--- src/rtl/imem_dmem_arbiter.sv ---
// imem_dmem_arbiter: shares one single-port variable-latency memory between fetch and data ports
module imem_dmem_arbiter #(
  parameter int AW = 32,
  parameter int DW = 32,
  parameter int STARVE_MAX = 4,
  parameter int TIMEOUT = 255
) (
  input  logic            clk,
  input  logic            rst_n,
  input  logic            if_req,
  input  logic [AW-1:0]   if_addr,
  output logic [DW-1:0]   if_rdata,
  output logic            if_ack,
  input  logic            d_req,
  input  logic            d_we,
  input  logic [AW-1:0]   d_addr,
  input  logic [DW-1:0]   d_wdata,
  input  logic [DW/8-1:0] d_be,
  output logic [DW-1:0]   d_rdata,
  output logic            d_ack,
  output logic            mem_req,
  output logic            mem_we,
  output logic [AW-1:0]   mem_addr,
  output logic [DW-1:0]   mem_wdata,
  output logic [DW/8-1:0] mem_be,
  input  logic [DW-1:0]   mem_rdata,
  input  logic            mem_ack,
  output logic            stall_if,
  output logic            stall_mem,
  output logic            bus_err
);
  localparam int SW = $clog2(STARVE_MAX + 2);
  localparam int TW = $clog2(TIMEOUT + 1);
  localparam logic [2:0] IDLE = 3'd0, BUSY_I = 3'd1, BUSY_D = 3'd2, RESP_I = 3'd3, RESP_D = 3'd4;
  logic [2:0] state;
  logic [SW-1:0] starve_cnt;
  logic [TW-1:0] tmo_cnt;
  logic grant_d, tmo_hit;
  assign grant_d = d_req & (~if_req | (starve_cnt < SW'(STARVE_MAX)));
  assign tmo_hit = tmo_cnt == TW'(TIMEOUT - 1);
  assign stall_if = if_req & ~if_ack;
  assign stall_mem = d_req & ~d_ack;
  always_ff @(posedge clk or negedge rst_n) begin
    if (!rst_n) begin
      state <= IDLE;
      starve_cnt <= '0;
      tmo_cnt <= '0;
      mem_req <= 1'b0;
      mem_we <= 1'b0;
      mem_addr <= '0;
      mem_wdata <= '0;
      mem_be <= '0;
      if_rdata <= '0;
      d_rdata <= '0;
      if_ack <= 1'b0;
      d_ack <= 1'b0;
      bus_err <= 1'b0;
    end else begin
      if_ack <= 1'b0;
      d_ack <= 1'b0;
      bus_err <= 1'b0;
      case (state)
        IDLE: begin
          if (grant_d) begin
            mem_req <= 1'b1;
            mem_we <= d_we;
            mem_addr <= d_addr;
            mem_wdata <= d_wdata;
            mem_be <= d_be;
            tmo_cnt <= '0;
            starve_cnt <= if_req ? starve_cnt + 1'b1 : '0;
            state <= BUSY_D;
          end else if (if_req) begin
            mem_req <= 1'b1;
            mem_we <= 1'b0;
            mem_addr <= if_addr;
            mem_wdata <= '0;
            mem_be <= '1;
            tmo_cnt <= '0;
            starve_cnt <= '0;
            state <= BUSY_I;
          end
        end
        BUSY_I, BUSY_D: begin
          tmo_cnt <= tmo_cnt + 1'b1;
          // a real ack wins over a timeout landing in the same cycle
          if (mem_ack | tmo_hit) begin
            mem_req <= 1'b0;
            bus_err <= ~mem_ack;
            if (state == BUSY_I) begin
              if_ack <= 1'b1;
              if_rdata <= mem_ack ? mem_rdata : '0;
              state <= RESP_I;
            end else begin
              d_ack <= 1'b1;
              if (~mem_ack | ~mem_we) d_rdata <= mem_ack ? mem_rdata : '0;
              state <= RESP_D;
            end
          end
        end
        default: state <= IDLE;
      endcase
    end
  end
endmodule

--- config.mk ---
export PLATFORM = sky130hd
export DESIGN_NAME = imem_dmem_arbiter
export DESIGN_NICKNAME = d
export VERILOG_FILES = /design/src/rtl/imem_dmem_arbiter.sv
export SDC_FILE = /design/constraint.sdc
export NUM_CORES = 1
export LEC_CHECK = 0
export BUFFER_PORTS_ARGS = -buffer_cell sky130_fd_sc_hd__clkbuf_2
export CORE_MARGIN = 2
export CORE_UTILIZATION = 53
export CTS_CLUSTER_DIAMETER = 200
export DETAILED_ROUTE_END_ITERATION = 8
export MAX_ROUTING_LAYER = met4
export PLACE_DENSITY = 0.88
export SETUP_SLACK_MARGIN = 0.1
export SLEW_MARGIN = 20
export SYNTH_ARGS = -nofsm -noshare
export SYNTH_HDL_FRONTEND = slang
export SYNTH_SLANG_ARGS = --single-unit
--- constraint.sdc ---
create_clock -name clk -period 3.35 [get_ports clk]
set_input_delay 0.335 -clock clk [delete_from_list [all_inputs] [get_ports clk]]
set_output_delay 0.335 -clock clk [all_outputs]
set_load 0.005 [all_outputs]
* Word-level counts from Yosys, hierarchy flattened
Cells that the tools add are included.
** Storage, ports and cells
- Flip-flop bits (word level) :: 151
- Output and inout port bits :: 139
- Word-level logic and storage cells :: 75
** Cells by class
- Add/subtract/negate cells :: 2
- $lt $le $gt $ge :: 1
- Equality and inequality tests :: 5
- Multiplexer cells :: 32
- Bitwise logic cells :: 12
- Reductions and logical operators :: 10
** Operators by type and width (number)
- $mux W32 :: 5
- $mux W3 :: 7
- $mux W8 :: 2
- $pmux W8 S2 :: 1
- $mux W1 :: 13
- $add A8 B1 Y8 const B :: 1
- $eq A8 B8 Y1 const B :: 1
- $mux W4 :: 2
- $not A1 Y1 :: 6
- $pmux W3 S2 :: 1
- $reduce_and A2 Y1 :: 3
- $reduce_and A3 Y1 :: 2
- $reduce_and A4 Y1 :: 1
- $reduce_bool A2 Y1 :: 2
- $add A3 B1 Y3 const B :: 1
- $and A1 B1 Y1 :: 3
- $eq A3 B1 Y1 const B :: 1
- $eq A3 B2 Y1 const B :: 1
- $logic_not A3 Y1 :: 1
- $lt A3 B3 Y1 const B :: 1
- $ne A3 B3 Y1 const B :: 1
- $or A1 B1 Y1 :: 3
- $ne A2 B2 Y1 const B :: 1
- $pmux W1 S2 :: 1
- $reduce_or A2 Y1 :: 1

* Logic depth before layout (Yosys ltp)
Gate-level depths: netlist of run 1.
- Depth after elaboration :: 5
- Mapped depth :: 6

* Worst setup path after synthesis of run 1
No wires, ideal clock.
- Path type :: register to register
- Start :: register state[1]
- End :: register tmo_cnt[0]
- Library setup time :: 0.131 ns
- Arrival time :: 1.367 ns
- Setup slack :: 1.852 ns
- Stages on the path, launching flop included :: 7
- Path buffers :: 3
- Period minus slack after synthesis :: 1.498 ns
- Cells stage by stage :: dfrtp_1 -> buf_6 -> or3_1 -> buf_6 -> buf_2 -> o221ai_1 -> o21ai_0
** On the way
- Longest elaborated chain between the ends :: 4
- Elaborated cells on any way between the ends :: 8
** RTL lines
- start: declaration :: line 35 : logic [2:0] state;
- start signal: assignment :: line 45 : state <= IDLE;
- start signal: assignment :: line 72 : state <= BUSY_D;
- start signal: assignment :: line 81 : state <= BUSY_I;
- $eq A3 B1 Y1 or $eq A3 B2 Y1 (tied branches) :: line 62 : case (state)
- $reduce_or A2 Y1 :: line 62
- $reduce_bool A2 Y1 (no source line)
- $reduce_and A2 Y1 (no source line)
- end signal: assignment :: line 85 : tmo_cnt <= tmo_cnt + 1'b1;
- end: declaration :: line 37 : logic [TW-1:0] tmo_cnt;
Several ways; a longest one is shown, not always the timed one.
A chain may end at the register's enable or synchronous reset.

* Final worst setup path of run 1
- Start :: register state[2]
- End :: register mem_wdata[6]
** On the way
- Longest elaborated chain between the ends :: 2
** RTL lines
- $logic_not A3 Y1 :: line 62
- $reduce_and A2 Y1 (no source line)
- end signal: assignment :: line 68 : mem_wdata <= d_wdata;
- end: declaration :: line 24 : output logic [DW-1:0] mem_wdata,
No other way between the ends.

==> results of run 1 <==
placed cells by master (no fill, tap or decap), types with 4 or more instances in the layout:
cell / count
bufinv_16: 4
clkbuf_2: 275
o21ai_0: 129
buf_4: 14
clkbuf_16: 17
nand2_1: 35
inv_6: 4
mux2i_1: 68
a22oi_1: 32
nand3_1: 4
o21ai_1: 7
and3b_1: 32
inv_1: 33
o22a_1: 4
a22o_2: 25
nor2b_1: 4
dfrtp_1: 151
a21oi_1: 4
a22o_1: 8
state kept, by name, summed over array words and instances (netlist names):
signal,count
if_ack,1
mem_addr,32
mem_we,1
d_ack,1
state,3
tmo_cnt,8
starve_cnt,3
mem_wdata,32
if_rdata,32
mem_req,1
bus_err,1
d_rdata,32
mem_be,4
metrics by stage:
step                worst slack (ns)  instances
floorplan                      1.852        638
global placement               1.305       1048
detailed placement             1.211       1048
CTS                            1.254       1081
global route                   1.131       1081
finish                         1.242       1081
area by class of cell:
class,instances,area share (%)
multi-input combinational,398,30.97
clock buffer,20,5.130
timing repair buffer,291,16.52
inverter,33,1.362
clock inverter,12,2.063
sequential,151,41.53
tap,176,2.421
where the power goes:
part | internal [mW] | switching (mW) | total (mW)
clock network | 1.32 | 0.768 | 2.09
logic | 1.41 | 1.55 | 2.96
registers | 2.52 | 0.508 | 3.03
synthesized netlist by cell type (all sizes together):
cell type | count | area, um2
a21bo | 1 | 10.01
a21boi | 1 | 7.510
a21o | 1 | 7.510
a21oi | 4 | 20.02
a221oi | 1 | 8.760
a22o | 33 | 320.3
a22oi | 32 | 240.2
a2bb2oi | 1 | 8.760
a32o | 1 | 10.01
and2 | 2 | 12.51
and3b | 32 | 280.3
and4bb | 1 | 12.51
buf | 27 | 249.0
clkbuf | 29 | 112.6
dfrtp | 151 | 3779
ha | 3 | 37.54
inv | 33 | 123.9
mux2i | 68 | 680.7
nand2 | 35 | 131.4
nand2b | 2 | 12.51
nand3 | 4 | 20.02
nand4 | 3 | 18.77
nor2 | 5 | 42.54
nor2b | 4 | 25.02
nor3 | 5 | 30.03
nor3b | 1 | 7.510
nor4 | 2 | 12.51
o21ai | 137 | 685.7
o21bai | 3 | 26.27
o221ai | 2 | 17.52
o22a | 4 | 35.03
o31ai | 2 | 15.01
or2 | 2 | 12.51
or3 | 2 | 12.51
or3b | 1 | 8.760
or4 | 2 | 15.01
xnor2 | 1 | 8.760
path summary, 6_finish.rpt:
check                                            endpoint  slack [ns]
worst max-delay path             mem_wdata[6]$_DFFE_PN0P_        1.24
max in group asynchronous        mem_wdata[4]$_DFFE_PN0P_        1.95
worst min register to register  starve_cnt[0]$_DFFE_PN0P_        0.48
worst max register to register   mem_wdata[6]$_DFFE_PN0P_        1.24
min in group asynchronous        if_rdata[21]$_DFFE_PN0P_        0.53
worst min-delay path            mem_wdata[31]$_DFFE_PN0P_        0.13
cells by family after synthesis:
kind of cell             Yosys count  share of synthesized area (%)
AND/OR/NAND/NOR                  103                          9.271
XOR/XNOR                           1                         0.1241
adder cells (fa/ha/maj)            3                         0.5319
AO/OA/AOI/OAI                    223                          20.01
flip-flops                       151                          53.54
multiplexers                      68                          9.644
buffers and inverters             89                          6.878
routing by layer:
| metal | vias to the layer above | track usage (%) | share of wire (%) |
|---|---|---|---|
| li1 | 2818 | - | - |
| met1 | 2904 | 33.43 | 41 |
| met2 | 262 | 45.80 | 50 |
| met3 | 39 | 5.939 | 6.4 |
| met4 | 0 | 11.10 | 2.7 |
| met5 | - | - | 0 |
==> reports/qor.txt, run 1 <==
outcome = finished clean
P&R area growth vs syn = 28.90%
CTS Root Cell = clkbuf_16
Mapped Nets = 779
DR vias = 6023
VDD IR max = 466.9 uV
pin count of the biggest net entering global routing = 79
Fillers = 1016
final hold vios = 0
All-Layer GR Usage = 27.73%
critical-path cell list = or3_1 -> buf_4 -> nor2_8 -> a22o_2
WL final = 19050 um
Unique masters post-synth = 47
R2R cell count = 4
start of the worst register-to-register path = state[2]$_DFFE_PN0P_
hold_buf cts = 1
Worst Path Arrival = 2.47 ns
Worst path depth = 4
min-delay src = d_wdata[31]
clk sinks = 151
Yosys warnings = 0
share of cells above drive strength 1 = 39.67%
dpl hpwl = 13280 um
Max Clk Rate = 474.4 MHz
final setup violation count = 0
fin nets = 1033
first-pass detailed-route iteration total = 5
Setup crit end kind = register
CP max stage cell = dfrtp_1
Chip Height = 119.4 um
Setup Fix Bufs, Post-CTS = 0
Routed Antenna Nets = 0
CP max FO = 34
startpoint types = register
row count = 42
clk slew on worst S/H paths = 0.06 ns
Period minus WS final = 2.108 ns
max-slew violation count = 0
critical path class = register to register
first-pass GRT wire length = 30070 um
Clock Path Buffers = 2
fin area = 9097 um2
Diodes inserted = 0
max_cap viols = 0
gr ovfl total = 0
Avg Inst Size Synth = 11.06 um2
CP Launch Point = state[2]$_DFFE_PN0P_
Rel. slew slack = 32.71%
vias in the first global route = 5925
FF+latch count, synth = 151
delay-heaviest family, CP = simple AND/OR/NAND/NOR gates
drt first-iter violations = 406
Cell Area, Synth = 7058 um2
Starting Density = 53.72%
Hold WC Path Type = input port to register
area occupied by multi-input gates = 2818 um2
Setup TNS Final = 0 ns
die footprint = 14260 um2
worst skew pair latency = 0.42 ns
Clock Skew = 0.01195 ns
synthesized instance count = 638
Core Region = 13140 um2
dpl cell area = 8433 um2
Tot Pwr = 8.072 mW
htree depth = 4
register area = 3779 um2
TritonCTS clock tree = yes
Crit path largest cell delay = 0.55 ns
fin crit share = 62.92%
DR vias/cell = 5.572
Slew @ Worst Pin = 1.006 ns
CTS buffer count = 17
sequential cell area fraction in the yosys report = 53.54%
Post-CTS Resized = 0
placer's final routability congestion estimate = 0.8274
Residual DRC = 0
initial antenna violation count = 0
WP buf/inv = 1
I/O Buffers = 276
required time worst endpoint = 3.71 ns
Lkg Pwr = 4.756 nW
num ports = 277
Routed WL per cell = 17.63 um
RSZ-0062 raised after global routing = false
power per cell area = 887.2 nW/um2
Fin Hold WS = 0.1283 ns
hold depth = 2
Core Util, Final = 69.25%
Die Wd = 119.4 um
(Power assumes the default switching activity.)
==> run 2, diff against run 1 <==
--- a/config.mk
+++ b/config.mk
@@ -5,13 +5,14 @@
 export SDC_FILE = /design/constraint.sdc
 export NUM_CORES = 1
 export LEC_CHECK = 0
+export ABC_AREA = 1
 export BUFFER_PORTS_ARGS = -buffer_cell sky130_fd_sc_hd__clkbuf_2
 export CORE_MARGIN = 2
-export CORE_UTILIZATION = 53
+export CORE_UTILIZATION = 43
 export CTS_CLUSTER_DIAMETER = 200
 export DETAILED_ROUTE_END_ITERATION = 8
 export MAX_ROUTING_LAYER = met4
-export PLACE_DENSITY = 0.88
+export PLACE_DENSITY = 0.78
 export SETUP_SLACK_MARGIN = 0.1
 export SLEW_MARGIN = 20
 export SYNTH_ARGS = -nofsm -noshare
==> constraint.sdc (replaced) <==
create_clock -name clk -period 1.8 [get_ports clk]
set_input_delay 0.18 -clock clk [delete_from_list [all_inputs] [get_ports clk]]
set_output_delay 0.18 -clock clk [all_outputs]
set_load 0.005 [all_outputs]
==> run 2 against run 1 <==
Net effect: clock skew is 0.0035 ns lower; sequential power is 87% higher; sequential share of layout area is 0.35 points lower; combinational power is 77% higher; non-clock buffer count is 42 higher; critical path depth is 6 higher; global-route usage is 3.8 points lower; hold slack worse by 0.12 ns.
==> reports/qor.txt, run 2 <==
Period minus WS final = 1.563 ns (-0.5446 ns)
count leader, synth = nand2_1
Diodes inserted = 0 (unchanged)
Mapped Nets = 843 (+8.2%)
outcome = finished clean
clk slew on worst S/H paths = 0.07 ns (about the same)
worst skew pair latency = 0.42 ns (about the same)
All-Layer GR Usage = 23.95% (-3.8 points)
initial antenna violation count = 0 (unchanged)
Core Util, Final = 60.80% (-8.4 points)
fin nets = 1152 (+12%)
CTS buffer count = 17 (unchanged)
htree depth = 4 (unchanged)
Setup TNS Final = 0 ns (unchanged)
Residual DRC = 0 (unchanged)
Setup Fix Bufs, Post-CTS = 0 (unchanged)
Clock Skew = 0.008420 ns (-0.003527 ns)
Rel. slew slack = 76.13% (+43 points)
Metal-1 WL = 7631 um (-3.1%)
P&R area growth vs syn = 39.12%
synth top area cells = dfrtp_1, nand2_1, a22o_1, o211ai_1, nand4_1
power per cell area = 1553 nW/um2 (+75%)
WL final = 18540 um (-2.7%)
max-slew violation count = 0 (unchanged)
gr ovfl total = 0 (unchanged)
sequential cell area fraction in the yosys report = 57.29% (+3.8 points)
dpl ws = 0.1653 ns (-1.045 ns)
Chip Height = 127.8 um (+7.1%)
Lkg Pwr = 5.162 nW (+8.5%)
EDFF count, synth = 0 (unchanged)
Avg Inst Size Synth = 9.395 um2 (-15%)
register area = 3779 um2 (unchanged)
startpoint types = register
vias in the first global route = 5889 (-0.61%)
dpl hpwl = 13000 um (-2.1%)
I/O Buffers = 276 (unchanged)
first-pass GRT wire length = 29820 um (-0.83%)
routed wl met3 = 1131 um (-6.6%)
die footprint = 16340 um2 (+15%)
Max Clk Rate = 639.7 MHz (+35%)
CTS Root Cell = clkbuf_16
final hold vios = 0 (unchanged)
WL met2 = 9231 um (-2.4%)
Worst Path Arrival = 1.86 ns (-0.61 ns)
first-pass detailed-route iteration total = 6 (+1)
TritonCTS clock tree = yes
Final Non-Filler Cells = 1212 (+12%)
Core Region = 15090 um2 (+15%)
Starting Density = 43.71% (-10 points)
DR vias = 5969 (-0.90%)
most frequent cells in the layout = clkbuf_2, nand2_1, dfrtp_1, inv_1, dlygate4sd3_1
worst setup margin = 0.2367 ns (-1.005 ns)
Fin Hold WS = 0.01116 ns (-0.1171 ns)
asr flop ratio synth = 100.0% (unchanged)
row count = 45 (+7.1%)
RSZ-0062 raised after global routing = false
fin crit share = 86.85% (+24 points)
Routed Antenna Nets = 0 (unchanged)
Cell Area, Synth = 6595 um2 (-6.6%)
top-area cell type share of the netlist area = 57.29% (+3.8 points)
Clock Path Buffers = 2 (unchanged)
clk sinks = 151 (unchanged)
top layer in use = met4
VDD IR max = 1008 uV (+120%)
synthesized instance count = 702 (+10%)
Die Wd = 127.8 um (+7.1%)
placer's final routability congestion estimate = 0.8005 (-3.3%)
Yosys warnings = 0 (unchanged)
required time worst endpoint = 2.10 ns (-1.61 ns)
Setup crit end kind = register
Slew @ Worst Pin = 0.3565 ns (-0.6491 ns)
Fillers = 1278 (+26%)
area occupied by multi-input gates = 2387 um2 (-15%)
drt first-iter violations = 385 (-5.2%)
CP max FO = 47 (+38%)
critical path class = register to register
most common cell after layout, fill and taps aside = clkbuf_2
num ports = 277 (unchanged)
Unique masters post-synth = 24 (-49%)
placed cells = 1143 (+9.1%)
Post-synth top cells = nand2_1, dfrtp_1, inv_1
ys flop type = dfrtp_1
FF+latch count, synth = 151 (unchanged)
final setup violation count = 0 (unchanged)
post-synth top area cell = dfrtp_1
share of cells above drive strength 1 = 38.38% (-1.3 points)
Routed WL per cell = 15.29 um (-13%)
Hold WC Path Type = input port to register
DR vias/cell = 4.925 (-12%)
max_cap viols = 0 (unchanged)
pin count of the biggest net entering global routing = 56 (-29%)
-- run 2: cell types whose count changed after synthesis, sizes merged, moves of 22 or more --
cell    delta
a22oi     -32
nand4     +31
mux2i     -68
inv       +22
nand2    +196
or2       +30
o211ai    +32
and3b     -32
o21ai     -95
-- run 2: path summary, 6_finish.rpt --
path                                              start                         to  slack, ns  cells past startpoint
min in group asynchronous                         rst_n   if_rdata[27]$_DFFE_PN0P_       0.21                      2
worst min-delay path                        d_wdata[10]  mem_wdata[10]$_DFFE_PN0P_       0.01                      2
max in group asynchronous                         rst_n   mem_addr[19]$_DFFE_PN0P_       0.94                      3
worst min register to register  d_rdata[25]$_DFFE_PN0P_    d_rdata[25]$_DFFE_PN0P_       0.47                      2
worst max register to register   tmo_cnt[0]$_DFFE_PN0P_   if_rdata[22]$_DFFE_PN0P_       0.24                     10
worst max-delay path             tmo_cnt[0]$_DFFE_PN0P_   if_rdata[22]$_DFFE_PN0P_       0.24                     10
-- run 2: power breakdown --
part | switching, mW | internal (mW) | leakage [nW]
Sequential | 0.865 | 4.81 | 1.93
Clock | 1.48 | 1.84 | 0.264
Combinational | 2.91 | 2.34 | 2.97
-- run 2: logic make-up (layout without fill, tap and decap cells) --
group	Yosys count	after routing	share of synthesized area [%]
and+or+nand+nor	339	339	22.65
AOI/OAI and AO/OA	111	111	12.82
adders and majority gates	3	3	0.5692
buffers and inverters	98	420	6.659
DFF	151	151	57.29
-- run 2: final cells by class --
type                            instances  share of cell area (%)
Sequential cell                       151                   41.18
Multi-Input combinational cell        453                   26.02
Timing Repair Buffer                  333                   21.97
Clock buffer                           19                   4.827
Tap cell                              188                   2.564
Inverter                               55                   2.250
Clock inverter                         13                   1.186
-- run 2: worst max-delay path, stage by stage, from the launching register on --
cell,delay (ns)
dfrtp_1,0.40
inv_1,0.10
ha_1,0.15
nand2_1,0.06
nor2_2,0.11
nand2_2,0.10
nand2_4,0.09
nand2_2,0.08
buf_12,0.19
nand2_1,0.10
o21ai_2,0.05
-- run 2: layer usage --
metal | global-route usage, % | up-vias
li1 | - | 2927
met1 | 29.55 | 2746
met2 | 38.88 | 262
met3 | 4.674 | 34
met4 | 9.955 | 0
met5 | - | -
-- run 2: per-stage QoR --
step	instance area, um2	power (mW)
after floorplan	6595	8.386
after global placement	8238	10.72
after detailed placement	8238	10.89
after CTS	9160	14.32
after global routing	9175	15.26
final	9175	14.24
-- run 2: timing repair --
| item | 4_1_cts | 5_1_grt |
|---|---|---|
| hold buffers | 37 | 0 |
| resized for setup | 0 | 4 |
| endpoints found under the setup margin | 0 | 57 |
| hold endpoints to repair | 106 | 0 |
==> run 3, diff against run 2 <==
--- a/config.mk
+++ b/config.mk
@@ -6,7 +6,7 @@
 export NUM_CORES = 1
 export LEC_CHECK = 0
 export ABC_AREA = 1
-export BUFFER_PORTS_ARGS = -buffer_cell sky130_fd_sc_hd__clkbuf_2
+export BUFFER_PORTS_ARGS = -buffer_cell sky130_fd_sc_hd__buf_2
 export CORE_MARGIN = 2
 export CORE_UTILIZATION = 43
 export CTS_CLUSTER_DIAMETER = 200
==> run 3 against run 2 <==
Net effect: first-iteration DRC count grew 18%; count of clock-buffer cells in the layout is 1 lower; power up 3.0%; via count rose by 4.9%; die area unchanged; global-route usage rose by 0.54 points; largest cell class unchanged.
==> reports/qor.txt, run 3 (synthesis results as in run 2) <==
Fillers = 1259 (-1.5%)
hold depth = 3 (+1)
clk slew on worst S/H paths = 0.07 ns (about the same)
CP max FO = 32 (-32%)
Lkg Pwr = 5.241 nW (+1.5%)
critical path class = register to register
gr ovfl total = 0 (unchanged)
outcome = finished clean
max_cap viols = 0 (unchanged)
Routed Antenna Nets = 0 (unchanged)
DR vias = 6261 (+4.9%)
dpl ws = 0.1627 ns (-0.002638 ns)
first-pass GRT wire length = 30300 um (+1.6%)
required time worst endpoint = 2.14 ns (+0.04 ns)
fin nets = 1160 (+0.69%)
most used cell, CP = nand2_2
Clock Skew = 0.01146 ns (+0.003038 ns)
Final Non-Filler Cells = 1220 (+0.66%)
num ports = 277 (unchanged)
Clock Path Buffers = 2 (unchanged)
worst setup margin = 0.1947 ns (-0.04198 ns)
Core Region = 15090 um2 (unchanged)
register area = 3779 um2 (unchanged)
Core Util, Final = 61.79% (+0.99 points)
Period minus WS final = 1.605 ns (+0.04198 ns)
Crit path largest cell delay = 0.41 ns (about the same)
CP max stage cell = dfrtp_1
Setup Fix Bufs, Post-CTS = 0 (unchanged)
row count = 45 (unchanged)
TritonCTS clock tree = yes
Hold WC Path Type = input port to register
pin count of the biggest net entering global routing = 66 (+18%)
P&R area growth vs syn = 41.38%
Tot Pwr = 14.67 mW (+3.0%)
first-pass detailed-route iteration total = 5 (-1)
placed cells = 1142 (-0.087%)
R2R cell count = 9 (-1)
Rel. slew slack = 69.46% (-6.7 points)
critical-path cell list = inv_1 -> ha_1 -> nand2_1 -> nor2_2 -> nand2_2 -> nand2_4 -> nand2_2 -> clkbuf_16 -> o21ai_1
power per cell area = 1573 nW/um2 (+1.3%)
WL final = 19430 um (+4.8%)
DR vias/cell = 5.132 (+4.2%)
Diodes inserted = 0 (unchanged)
Residual DRC = 0 (unchanged)
die footprint = 16340 um2 (unchanged)
final setup violation count = 0 (unchanged)
Setup TNS Final = 0 ns (unchanged)
vias in the first global route = 6004 (+2.0%)
startpoint types = register
CTS buffer count = 17 (unchanged)
Die Wd = 127.8 um (unchanged)
area occupied by multi-input gates = 2390 um2 (+0.10%)
Max Clk Rate = 622.9 MHz (-2.6%)
All-Layer GR Usage = 24.48% (+0.54 points)
Starting Density = 43.71% (unchanged)
final hold vios = 0 (unchanged)
dpl hpwl = 13000 um (about the same)
placer's final routability congestion estimate = 0.8471 (+5.8%)
clk sinks = 151 (unchanged)
RSZ-0062 raised after global routing = true
drt first-iter violations = 455 (+18%)
fin crit share = 89.18% (+2.3 points)
Routed WL per cell = 15.93 um (+4.1%)
Chip Height = 127.8 um (unchanged)
most frequent cells in the layout = buf_2, nand2_1, dfrtp_1, inv_1, dlygate4sd3_1
most common cell after layout, fill and taps aside = buf_2
I/O Buffers = 276 (unchanged)
share of cells above drive strength 1 = 38.28% (-0.10 points)
initial antenna violation count = 0 (unchanged)
Setup crit end kind = register
CTS Root Cell = clkbuf_16
VDD IR max = 833.1 uV (-17%)
worst skew pair latency = 0.42 ns (about the same)
htree depth = 4 (unchanged)
Slew @ Worst Pin = 0.4582 ns (+0.1016 ns)
max-slew violation count = 0 (unchanged)
Worst Path Arrival = 1.94 ns (+0.08 ns)
-- run 3: layout make-up --
class / instances / area share (%)
Multi-Input combinational cell: 453 / 25.63
Sequential cell: 151 / 40.53
Clock buffer: 18 / 4.710
Tap cell: 188 / 2.523
Clock inverter: 14 / 1.906
Timing Repair Buffer: 341 / 22.44
Inverter: 55 / 2.268
-- run 3: critical path: cells and delay by family (launching register included) --
family | cells | cell delay (ns)
and+or+nand+nor | 5 | 0.45
DFF | 1 | 0.41
buffers and inverters | 2 | 0.34
AOI/OAI and AO/OA | 1 | 0.17
adders and majority gates | 1 | 0.15
-- run 3: timing repair --
item,CTS,global route
endpoints found under the setup margin,0,129
gates resized for setup,0,9
hold buffers,44,1
hold endpoints to repair,84,1
-- run 3: per-stage QoR --
| step | hold WS (ns) | area, um2 |
|---|---|---|
| after global routing | 0.01527 | 9324 |
| final | 0.01213 | 9324 |
| after CTS | 0.0004085 | 9263 |
| after floorplan | -0.1156 | 6595 |
| after global placement | 0.1460 | 8205 |
| after detailed placement | 0.1433 | 8205 |
-- run 3: routing by layer --
metal	wire (um)	track usage (%)	up-vias
met5	0	-	-
met4	872	12.09	0
met3	1382	5.175	48
met2	9262	39.10	319
met1	7911	29.72	2940
li1	-	-	2954
-- run 3: final timing paths --
kind	start	end	slack (ns)
max in group asynchronous	rst_n	mem_addr[25]$_DFFE_PN0P_	0.94
max reg2reg	tmo_cnt[0]$_DFFE_PN0P_	if_rdata[17]$_DFFE_PN0P_	0.19
min	if_addr[1]	mem_addr[1]$_DFFE_PN0P_	0.01
max	tmo_cnt[0]$_DFFE_PN0P_	if_rdata[17]$_DFFE_PN0P_	0.19
min reg2reg	d_rdata[13]$_DFFE_PN0P_	d_rdata[13]$_DFFE_PN0P_	0.47
min in group asynchronous	rst_n	d_rdata[24]$_DFFE_PN0P_	0.27
-- run 3: report_power, final --
part	switching [mW]	internal, mW	leakage (nW)	total (mW)
combinational	2.96	2.35	3.01	5.30
clock	1.57	2.15	0.297	3.72
sequential	0.840	4.81	1.93	5.65
total	5.37	9.30	5.24	14.7
